File: src/rtl/quat_integrator_pkg.sv
// Shared Madgwick integration-stage types and default widths.
// Build switch MADGWICK_INTEG_ROUND_EN selects round-half-up instead of floor in quat_integ_mac.
package quat_integrator_pkg;

    localparam int Q_INT_WIDTH_DEF      = 2;
    localparam int Q_FRACT_WIDTH_DEF    = 14;
    localparam int QDOT_INT_WIDTH_DEF   = 4;
    localparam int QDOT_FRACT_WIDTH_DEF = 12;
    localparam int DT_WIDTH_DEF         = 16;

    typedef enum logic [1:0] {
        IDLE = 2'd0,
        CALC = 2'd1,
        DONE = 2'd2
    } integ_state_t;

    // Right shift that brings q_dot*dt back onto the quaternion fraction grid.
    function automatic int integ_shift(input int qdot_fract, input int dt_w, input int q_fract);
        return qdot_fract + dt_w - q_fract;
    endfunction

endpackage

File: src/rtl/quat_integ_mac.sv
// One lane of q + q_dot*dt: multiply, rescale, add, saturate (purely combinational).
// MADGWICK_INTEG_ROUND_EN defined: round half up; undefined: floor (plain arithmetic shift).
module quat_integ_mac
    import quat_integrator_pkg::*;
#(
    parameter int Q_INT_WIDTH      = Q_INT_WIDTH_DEF,
    parameter int Q_FRACT_WIDTH    = Q_FRACT_WIDTH_DEF,
    parameter int QDOT_INT_WIDTH   = QDOT_INT_WIDTH_DEF,
    parameter int QDOT_FRACT_WIDTH = QDOT_FRACT_WIDTH_DEF,
    parameter int DT_WIDTH         = DT_WIDTH_DEF,
    localparam int QW  = Q_INT_WIDTH + Q_FRACT_WIDTH,
    localparam int QDW = QDOT_INT_WIDTH + QDOT_FRACT_WIDTH
) (
    input  logic [QW-1:0]       q_lane,
    input  logic [QDW-1:0]      q_dot_lane,
    input  logic [DT_WIDTH-1:0] dt,
    output logic [QW-1:0]       q_next
);

    localparam int PW = QDW + DT_WIDTH + 1;
    localparam int SH = integ_shift(QDOT_FRACT_WIDTH, DT_WIDTH, Q_FRACT_WIDTH);

    localparam logic signed [PW-1:0] SAT_MAX = PW'((2 ** (QW - 1)) - 1);
    localparam logic signed [PW-1:0] SAT_MIN = ~SAT_MAX;

    generate
        if (SH < 1) begin : g_bad_shift
            $error("quat_integ_mac: fraction widths give a shift below 1");
        end
    endgenerate

    logic signed [QDW-1:0]    qd_s;
    logic signed [DT_WIDTH:0] dt_s;
    logic signed [QW-1:0]     q_s;
    logic signed [PW-1:0]     prod;
    logic signed [PW-1:0]     biased;
    logic signed [PW-1:0]     inc;
    logic signed [PW-1:0]     sum;

`ifdef MADGWICK_INTEG_ROUND_EN
    localparam logic signed [PW-1:0] RND = PW'(1) <<< (SH - 1);
`endif

    always_comb begin
        qd_s = q_dot_lane;
        dt_s = {1'b0, dt};
        q_s  = q_lane;
        prod = PW'(qd_s) * PW'(dt_s);
`ifdef MADGWICK_INTEG_ROUND_EN
        biased = prod + RND;
`else
        biased = prod;
`endif
        inc = biased >>> SH;
        sum = PW'(q_s) + inc;
        if (sum > SAT_MAX) begin
            q_next = SAT_MAX[QW-1:0];
        end else if (sum < SAT_MIN) begin
            q_next = SAT_MIN[QW-1:0];
        end else begin
            q_next = sum[QW-1:0];
        end
    end

endmodule

File: src/rtl/quat_integrator.sv
// Serial quaternion integrator q_next = q + q_dot*dt, one lane per cycle through a shared MAC.
// Rounding mode follows MADGWICK_INTEG_ROUND_EN (see quat_integ_mac); latency is the same either way.
module quat_integrator
    import quat_integrator_pkg::*;
#(
    parameter int Q_INT_WIDTH      = Q_INT_WIDTH_DEF,
    parameter int Q_FRACT_WIDTH    = Q_FRACT_WIDTH_DEF,
    parameter int QDOT_INT_WIDTH   = QDOT_INT_WIDTH_DEF,
    parameter int QDOT_FRACT_WIDTH = QDOT_FRACT_WIDTH_DEF,
    parameter int DT_WIDTH         = DT_WIDTH_DEF,
    localparam int QW  = Q_INT_WIDTH + Q_FRACT_WIDTH,
    localparam int QDW = QDOT_INT_WIDTH + QDOT_FRACT_WIDTH
) (
    input  logic                clk,
    input  logic                rst,
    input  logic                start,
    output logic                done,
    input  logic [DT_WIDTH-1:0] dt,
    input  logic [4*QW-1:0]     q_in,
    input  logic [4*QDW-1:0]    q_dot_in,
    output logic [4*QW-1:0]     q_out,
    output logic [1:0]          state_dbg
);

    // Handshake: start is a level held by the requester until it sees done=1.
    // done stays high (q_out stable) while start remains high, and falls on the
    // edge that observes start=0, returning to IDLE.

    integ_state_t         state;
    logic [1:0]           idx;
    logic [4*QW-1:0]      q_lat;
    logic [4*QDW-1:0]     q_dot_lat;
    logic [DT_WIDTH-1:0]  dt_lat;
    logic [QW-1:0]        q_lane;
    logic [QDW-1:0]       q_dot_lane;
    logic [QW-1:0]        mac_res;

    assign state_dbg = state;

    // Lane 0 is w, held in the most significant slice of the packed vectors.
    always_comb begin
        q_lane     = q_lat[(3 - int'(idx)) * QW +: QW];
        q_dot_lane = q_dot_lat[(3 - int'(idx)) * QDW +: QDW];
    end

    quat_integ_mac #(
        .Q_INT_WIDTH      (Q_INT_WIDTH),
        .Q_FRACT_WIDTH    (Q_FRACT_WIDTH),
        .QDOT_INT_WIDTH   (QDOT_INT_WIDTH),
        .QDOT_FRACT_WIDTH (QDOT_FRACT_WIDTH),
        .DT_WIDTH         (DT_WIDTH)
    ) u_mac (
        .q_lane     (q_lane),
        .q_dot_lane (q_dot_lane),
        .dt         (dt_lat),
        .q_next     (mac_res)
    );

    always_ff @(posedge clk) begin
        if (rst) begin
            state     <= IDLE;
            idx       <= 2'd0;
            done      <= 1'b0;
            q_out     <= '0;
            q_lat     <= '0;
            q_dot_lat <= '0;
            dt_lat    <= '0;
        end else begin
            case (state)
                IDLE: begin
                    done <= 1'b0;
                    if (start) begin
                        q_lat     <= q_in;
                        q_dot_lat <= q_dot_in;
                        dt_lat    <= dt;
                        idx       <= 2'd0;
                        state     <= CALC;
                    end
                end
                CALC: begin
                    q_out[(3 - int'(idx)) * QW +: QW] <= mac_res;
                    idx <= idx + 2'd1;
                    if (idx == 2'd3) begin
                        state <= DONE;
                    end
                end
                DONE: begin
                    // done is raised at least once even if start fell during CALC.
                    if (!done) begin
                        done <= 1'b1;
                    end else if (!start) begin
                        done  <= 1'b0;
                        state <= IDLE;
                    end
                end
                default: begin
                    state <= IDLE;
                    done  <= 1'b0;
                end
            endcase
        end
    end

endmodule
File: config.mk
export PLATFORM = sky130hd
export DESIGN_NAME = quat_integrator
export DESIGN_NICKNAME = d
export VERILOG_FILES = /design/src/rtl/quat_integrator_pkg.sv /design/src/rtl/quat_integ_mac.sv /design/src/rtl/quat_integrator.sv
export SDC_FILE = /design/constraint.sdc
export NUM_CORES = 1
export LEC_CHECK = 0
export ABC_AREA = 1
export CAP_MARGIN = 0
export CORE_MARGIN = 4
export CORE_UTILIZATION = 53
export CTS_BUF_LIST = sky130_fd_sc_hd__clkbuf_16
export CTS_CLUSTER_SIZE = 8
export DETAILED_ROUTE_END_ITERATION = 8
export MAX_ROUTING_LAYER = met4
export PLACE_DENSITY = 0.78
export SYNTH_ARGS = -nofsm -noshare
export SYNTH_HDL_FRONTEND = slang
export SYNTH_SLANG_ARGS = --single-unit
File: constraint.sdc
create_clock -name clk -period 7.87 [get_ports clk]
set_clock_uncertainty 0.15 [all_clocks]
set_input_delay 1.574 -clock clk [delete_from_list [all_inputs] [get_ports clk]]
set_output_delay 1.574 -clock clk [all_outputs]
set_load 0.1 [all_outputs]
==> results.txt <==
- Die width: 195 um
- For this configuration, the core starts out at a cell density of 53.6%.
* Rel. slew slack: 18.5%
- In this run, post-CTS hold repair placed 0 buffers.
- The final layout contains 3321 nets.
- Die Footprint: 37900 sq um
- Clock-pin slew was measured on the worst setup and hold paths at 0.05 ns.
- Maximum buffer depth of the clock tree: 3
* Chip Height: 195 um
- Seq. cell area: 4270 sq um
* Worst IR drop on VDD: 0.000249 V
* Total I/O pin count: 214
- Counting I/O delays and the setup requirement, the final critical path takes 8.01 ns.
- Static timing analysis puts the maximum clock frequency at 0.125 GHz.
- Counting stages on the worst path, the most repeated cell is nand2_1.
- The share of the Yosys chip area taken by registers is 23.1%.
- Slew Limit Fails: 0
- Across every metal layer, demand over resource in global routing totals 31.8%.
- In this run the tool buffered the top-level ports with 213 buffer cells.
- Entering global routing, the biggest net connects 117 pins.
* Fraction of final layout cells sized beyond drive strength 1: 17.9%
- Avg Inst Size Synth: 7.50 sq um
- The netlist uses 46 different library cells.
- Drt pass-1 iters: 5
- The detailed router finished its first iteration with 1577 violations.
- Worst Path Arrival: 8.34 ns
- Synthesis inferred 213 register bits.
- Most frequent cells in the layout: nor2_1, nand2_1, inv_1, buf_4
- FP Rows: 68
- Once layout is complete, the cells apart from fillers number 3294.
- Area growth from synthesis to layout: 31.4%
- The initial antenna violation count came to 0.
- Smallest setup slack after layout: -0.143 ns
- For the final routed database, the setup TNS stands at -4.72 ns.
- The number of clock buffers added by TritonCTS is 31.
* Total standard cell area after synthesis: 18500 sq um
- dfxtp_1 takes more of the synthesized area than any other cell.
- Counting the fill cells in the layout gives 2717.
- Total inserted antenna cells: 0
- Vias in the first global route: 18600
* Clk sinks: 213
- Longest individual stage delay on the worst path: 0.54 ns
- Final standard cell utilization of the core: 70.4%
* DP Wirelength: 47100 um
- Leak: 11.3 nW
* CP Max Fanout: 7
- Number of vias in the routed layout: 18100
* Slowest library cell on the worst path: fa_1
- Critical Path Sink Type: flop
- Final RePlAce weighted congestion: 0.974
- Dividing the detail-routed via count by the number of cells gives 5.50.
* Combined area of the multi-input logic cells: 13300 sq um
- H-tree depth: 1
- Prior to clock tree synthesis, the placed netlist has a worst setup slack of -0.326 ns.
- The critical path is of the flop to flop type.
- The root buffer cell chosen for the clock tree is clkbuf_16.
- The run finished, with violations left.
* TritonCTS clock tree: yes
* Average wire per standard cell: 18.3 um
- Area contributors post-synth: dfxtp_1, fa_1, ha_1
- Placeable core region: 34500 sq um
- Post-synthesis instance total: 2461
- RSZ-0062 raised after global routing: true
- The completed layout was analyzed and its total power is 7.22 mW.
- For the worst setup path, the data required time is 8.20 ns.
* Routed Antenna Nets: 0
- The path class of the tightest hold or removal check is flop to flop.
* Type of element launching the critical path: flop
- For this design the ratio of total power to cell area is 298 nW/um^2.
- First-pass GRT wire length: 95200 um
* Maxcap violations: 0
- Share of the cycle needed by the critical path after routing: 102%
- At the later pin of the worst-skew pair, clock insertion delay measures 0.57 ns.
- Counting every net in the synthesized netlist gives 2946.
- The final reports fail on negative setup slack.
- After detailed routing, the number of remaining DRC violations is 0.
* Grt ovf: 0
- Synth warn: 0
- At the pin with the least slew margin, the transition time is 1.22 ns.
* Final routed wirelength across all metal layers: 60200 um
* Final setup violation count: 57
- The count of final hold-check violations is 0.
* Most frequent standard cell in the layout excluding fill and tap cells: nor2_1
* Top-area cell type share of the netlist area: 23.1%
- Once placement completed, the tool counted placed cells totaling 3224.
==> area by class of cell <==
cell class | instances | area share (%)
Clock buffer | 31 | 3.20
Multi-Input combinational cell | 1812 | 54.7
Sequential cell | 213 | 17.6
Inverter | 317 | 4.97
Timing Repair Buffer | 461 | 17.1
Clock inverter | 5 | 0.0826
Tap cell | 455 | 2.35
==> registers in the layout (all words and copies together), names as in the netlist <==
register   cells
done           1
dt_lat        16
idx            2
q_dot_lat     64
q_lat         64
q_out         64
state_dbg      2
==> repair_timing <==
item	in CTS	in global routing
setup buffers	18	16
pin swaps	78	47
hold endpoints to repair	0	0
gates cloned	0	0
resized for setup	115	101
endpoints found under the setup margin	62	64
==> kinds of logic (layout without fill, tap and decap cells) <==
family          count (synthesis)  count (layout)  share of synthesized area [%]
fa+ha+maj                     338             338                           30.8
buf+inv                       436             814                           9.67
xor+xnor                       33              33                           1.57
compound gates                375             375                           10.7
flops                         213             213                           23.1
simple gates                 1066            1066                           24.1
==> cell usage after synthesis (all sizes together) <==
| library cell | instances |
|---|---|
| nand2 | 474 |
| nor2 | 471 |
| inv | 311 |
| dfxtp | 213 |
| o21ai | 199 |
| fa | 194 |
| ha | 144 |
| a21oi | 130 |
| clkbuf | 94 |
| nand3 | 68 |
| nand4 | 36 |
| buf | 24 |
| xor2 | 23 |
| o22ai | 16 |
| a31oi | 14 |
| xnor2 | 10 |
| nor3 | 7 |
| clkinv | 6 |
| a21o | 4 |
| nand3b | 3 |
| nor4 | 3 |
| o21bai | 3 |
| o31ai | 3 |
| a211oi | 2 |
| a21boi | 2 |
| and2 | 2 |
| o21a | 2 |
| and3 | 1 |
| dlygate4sd3 | 1 |
| or2 | 1 |
==> metrics by stage <==
step	cell area, sq um	hold WS, ns
2_1_floorplan	18500	0.300
3_3_place_gp	22300	0.298
3_5_place_dp	22300	0.304
4_1_cts	23700	0.320
5_1_grt	24200	0.340
6_report	24200	0.319
==> worst max-delay path, delay by kind of cell (launching register included) <==
family	cells	cell delay [ns]
and+or+nand+nor	19	1.65
buffers and inverters	13	1.29
AOI/OAI and AO/OA	6	0.93
adders and majority gates	8	3.52
DFF	1	0.38
==> routing by layer <==
metal  track usage, %  up-vias  share of wire (%)
met5                -        -                  0
met4             11.3        0                4.2
met3             5.44      171                8.5
met2             51.8      839                 47
met1             40.1     8664                 40
li1                 -     8446                  -
==> final timing paths <==
kind | start | to | slack [ns] | cells past startpoint
setup / recovery | idx[0] | q_out[19] | -0.14 | 46
hold reg to reg | q_out[47] | q_out[47] | 0.32 | 2
setup reg to reg | idx[0] | q_out[19] | -0.14 | 46
hold / removal | q_out[47] | q_out[47] | 0.32 | 2
==> report_power, final <==
group	switching, mW	internal (mW)
registers	0.0570	1.16
logic	2.80	2.05
clock network	0.467	0.682
Power figures use the tool's default switching activity.
